**config.mk**
```make
export PLATFORM = sky130hd
export DESIGN_NAME = dire_straits_core
export DESIGN_NICKNAME = d
export VERILOG_FILES = /design/src/rtl/dire_straits_core.sv
export SDC_FILE = /design/constraint.sdc
export NUM_CORES = 1
export LEC_CHECK = 0
export CORE_MARGIN = 8
export CORE_UTILIZATION = 45
export CTS_BUF_LIST = sky130_fd_sc_hd__clkbuf_8
export DETAILED_ROUTE_END_ITERATION = 8
export PLACE_DENSITY = 0.82
export SLEW_MARGIN = 20
export SYNTH_ARGS = -nofsm -noshare
export SYNTH_HDL_FRONTEND = slang
export SYNTH_SLANG_ARGS = --single-unit
```
**constraint.sdc**
```tcl
create_clock -name clk -period 1.7 [get_ports clk]
set_input_delay 0.17 -clock clk [delete_from_list [all_inputs] [get_ports clk]]
set_output_delay 0.17 -clock clk [all_outputs]
set_load 0.1 [all_outputs]
```
**src/rtl/dire_straits_core.sv**
```systemverilog
// -----------------------------------------------------------------------------
// dire_straits_core
//
// Registered update stage between the A/B/AND producers and the enable /
// steering logic. Each accepted input produces, one cycle later:
//   A_e = (A_out + B_out) mod 2^WIDTH
//   B_e = AND_out, inverted when that sum carries out of WIDTH bits
//   C_e = ~AND_out
// out_valid marks the cycle after each accepted input. When in_valid is low
// the result registers hold and out_valid drops.
//
// Ports:
//   clk        system clock, rising-edge active
//   rst_n      asynchronous active-low reset (clears all outputs)
//   in_valid   qualifies A_out / B_out / AND_out for capture
//   A_out      current A value (unsigned)
//   B_out      increment for A (all-ones behaves as -1 through the wrap)
//   AND_out    AND vector to be steered
//   A_e        registered sum
//   B_e        registered, carry-steered AND vector
//   C_e        registered complement of AND vector
//   out_valid  result qualifier, one cycle after acceptance
//   carry_e    registered carry of the accepted input (only when the macro
//              DIRE_STRAITS_CARRY_OUT_EN is defined)
//
// Optional feature macro: DIRE_STRAITS_CARRY_OUT_EN
// -----------------------------------------------------------------------------
module dire_straits_core #(
    parameter int WIDTH = 4
) (
    input  logic             clk,
    input  logic             rst_n,
    input  logic             in_valid,
    input  logic [WIDTH-1:0] A_out,
    input  logic [WIDTH-1:0] B_out,
    input  logic [WIDTH-1:0] AND_out,
    output logic [WIDTH-1:0] A_e,
    output logic [WIDTH-1:0] B_e,
    output logic [WIDTH-1:0] C_e,
`ifdef DIRE_STRAITS_CARRY_OUT_EN
    output logic             carry_e,
`endif
    output logic             out_valid
);

    // Widened add so the carry is available as the top bit.
    function automatic logic [WIDTH:0] wide_add(input logic [WIDTH-1:0] a,
                                                input logic [WIDTH-1:0] b);
        wide_add = {1'b0, a} + {1'b0, b};
    endfunction

    logic [WIDTH:0]   sum_s;
    logic             carry_s;
    logic [WIDTH-1:0] b_next_s;
    logic [WIDTH-1:0] c_next_s;

    logic [WIDTH-1:0] a_e_r;
    logic [WIDTH-1:0] b_e_r;
    logic [WIDTH-1:0] c_e_r;
    logic             out_valid_r;
`ifdef DIRE_STRAITS_CARRY_OUT_EN
    logic             carry_e_r;
`endif

    // Sum, carry and steered AND vector for the current inputs.
    always_comb begin
        sum_s    = wide_add(A_out, B_out);
        carry_s  = sum_s[WIDTH];
        c_next_s = ~AND_out;
        if (carry_s) begin
            b_next_s = ~AND_out;
        end else begin
            b_next_s = AND_out;
        end
    end

    // Result registers: capture on in_valid, otherwise hold (inputs with
    // in_valid low never reach the registers, so X there cannot leak out).
    always_ff @(posedge clk or negedge rst_n) begin
        if (!rst_n) begin
            a_e_r <= {WIDTH{1'b0}};
            b_e_r <= {WIDTH{1'b0}};
            c_e_r <= {WIDTH{1'b0}};
        end else if (in_valid) begin
            a_e_r <= sum_s[WIDTH-1:0];
            b_e_r <= b_next_s;
            c_e_r <= c_next_s;
        end else begin
            a_e_r <= a_e_r;
            b_e_r <= b_e_r;
            c_e_r <= c_e_r;
        end
    end

    // Valid qualifier: a one-cycle echo of in_valid.
    always_ff @(posedge clk or negedge rst_n) begin
        if (!rst_n) begin
            out_valid_r <= 1'b0;
        end else begin
            out_valid_r <= in_valid;
        end
    end

`ifdef DIRE_STRAITS_CARRY_OUT_EN
    // Carry register, loaded alongside A_e.
    always_ff @(posedge clk or negedge rst_n) begin
        if (!rst_n) begin
            carry_e_r <= 1'b0;
        end else if (in_valid) begin
            carry_e_r <= carry_s;
        end else begin
            carry_e_r <= carry_e_r;
        end
    end

    assign carry_e = carry_e_r;
`endif

    assign A_e       = a_e_r;
    assign B_e       = b_e_r;
    assign C_e       = c_e_r;
    assign out_valid = out_valid_r;

endmodule

```
==> impl_metrics.tcl <==
set metrics [dict create \
    run_status "finished clean" \
    antenna-diode-count 0 \
    gp_congestion 0.798 \
    dpl-instance-area_um2 1090 \
    worst_setup_path_start_kind "input pin" \
    netlist_area_um2 810 \
    ys_ff_latch 13 \
    vias 727 \
    cp.arrival_ps 1770 \
    cp-end-kind "flop" \
    track_usage 0.130 \
    clock_latency_ps 240 \
    antenna_found_initial 0 \
    critPathSlowestCell "clkdlybuf4s50_1" \
    powerDensity_nw_per_um2 1100 \
    crit_family "adder cells" \
    io_buffers 27 \
    crit_buf_inv 2 \
    num-fill-cells 132 \
    whs_ps 304 \
    r2r_start "A_e[3]" \
    crit_path_start "A_out[0]" \
    wl_per_cell_um 15.2 \
    fin_crit_sh 0.981 \
    cts-root-buf "clkbuf_8" \
    grt-ovfl-total 0 \
    cts_tree "built" \
    routed_via_density 5.43 \
    maxSlewHeadroom 0.600 \
    ir_drop_uv 676 \
    layout-drive-gt1-share 0.266 \
    period_minus_slack_ps 1670 \
    final_nets 130 \
    worstPathMaxFanout 8 \
    synthCells 77 \
    cp_cell_sequence "clkdlybuf4s50_1 -> ha_1 -> inv_1 -> fa_1 -> nor2b_4 -> or3_1 -> nand4_1" \
    grt_pass1_vias 799 \
    drc_errors 0 \
    hold_class "input pin to asynchronous set/reset pin" \
    setup_viol 0 \
    dieArea_um2 3410 \
    synth.avg_cell_area_um2 10.5 \
    yosys_warnings 0 \
    rows 15 \
    synth_cell_types 25 \
    clock.fmax_mhz 600 \
    drt-total-wl_um 2030 \
    io_pins 28 \
    clk_path_buf_depth 2 \
    first_pass_iters 4 \
    cts_buffers 3 \
    final_common_cell "buf_4" \
    yosysSeqAreaShare 0.402 \
    worstSetupPathType "input pin to flop" \
    syn2layout_area_growth_pct 41.4 \
    leakage_nw 0.534 \
    final_area_um2 1140 \
    die_w_um 58.4 \
    syn_nets 97 \
    h-tree-depth 1 \
    worstMarginPinSlew_ps 598 \
    drt-initial-drc-count 10 \
    numClockSinks 13 \
    clk_pin_slew_ps 60 \
    grt_pass1_wl_um 3460 \
    hold_violations 0 \
    slew_viol_final 0 \
    core_area_um2 1710 \
    required_ps 1800 \
    hpwl_um 1600 \
    fin_worst_skew_ps 0 \
    most-common-layout-cells "buf_4 (19), clkdlybuf4s50_1 (14), dfrtp_1 (13)" \
    antenna_left 0 \
    die_y_um 58.4 \
    start_util 0.474 \
    critPathMaxStageDelay_ps 460 \
    max-cap-violations 0 \
    grt_max_degree 14 \
    post_cts_buffers 0 \
]
-- power by group --
part / switching, W / total (W) / internal, W
combinational: 0.000450 / 0.000611 / 0.000161
clock: 0.000112 / 0.000271 / 0.000160
sequential: 0.0000219 / 0.000377 / 0.000355
-- layout make-up --
class | instances | area, um^2 | area share
Timing Repair Buffer | 33 | 283 | 0.247
Inverter | 8 | 30.0 | 0.0262
Clock inverter | 1 | 3.75 | 0.00328
Clock buffer | 3 | 41.3 | 0.0361
Tap cell | 25 | 31.3 | 0.0273
Sequential cell | 13 | 325 | 0.284
Multi-Input combinational cell | 51 | 430 | 0.376
-- cell usage after synthesis (all sizes together) --
cell	count	share of area
nand4	4	0.031
mux2i	1	0.012
xnor2	1	0.011
clkbuf	2	0.011
nand2b	4	0.031
and3b	5	0.054
buf	3	0.025
nor2	2	0.0093
o2111ai	4	0.043
or3	4	0.031
nand4b	1	0.011
inv	8	0.037
ha	4	0.062
fa	1	0.025
mux2	6	0.083
nand3b	5	0.046
a31oi	4	0.031
a21oi	1	0.0062
o211ai	1	0.0093
nor2b	2	0.019
dfrtp	13	0.40
a311oi	1	0.011
-- sequential cells by signal, summed over array words and instances, names as in the netlist --
signal / flops
A_e: 4
B_e: 4
C_e: 4
out_valid: 1
-- logic make-up after synthesis --
logic type,share of synthesized area
XOR/XNOR,0.0108
AO/OA/AOI/OAI,0.100
adder cells (fa/ha/maj),0.0866
buffers and inverters,0.0726
flip-flops,0.402
AND/OR/NAND/NOR,0.232
multiplexers,0.0958
-- through the flow --
step / instances / util / setup slack (ps) / setup TNS [ps] / power (W)
finish: 134 / 0.670 / 32.2 / 0 / 0.00126
global route: 134 / 0.670 / -29.5 / -29.5 / 0.00131
CTS: 134 / 0.667 / 31.7 / 0 / 0.00126
detailed placement: 130 / 0.641 / -224 / -984 / 0.000993
global placement: 130 / 0.641 / -178 / -730 / 0.000981
floorplan: 77 / - / 281 / 0 / 0.000828
-- repair_timing --
item | in CTS | in global routing
setup endpoints to repair | 0 | 4
hold buffers | 0 | 0
gates resized for setup | 0 | 1
-- final timing paths --
check / endpoint / slack (ps) / cells after the start
max: B_e[2] / 30 / 7
min: A_e[0] / 300 / 1
max reg2reg: A_e[3] / 750 / 3
min reg2reg: B_e[0] / 500 / 2
max in group asynchronous: C_e[3] / 1010 / 1
min in group clk: B_e[0] / 500 / 2
-- routing by layer --
layer | wire length, um | part of all wire | vias to the layer above | global-route usage
li1 | - | - | 346 | -
met1 | 806 | 0.40 | 354 | 0.136
met2 | 1080 | 0.53 | 22 | 0.230
met3 | 97 | 0.048 | 5 | 0.0239
met4 | 48 | 0.024 | 0 | 0.0839
met5 | 0 | 0 | - | 0
(Power assumes the default switching activity.)
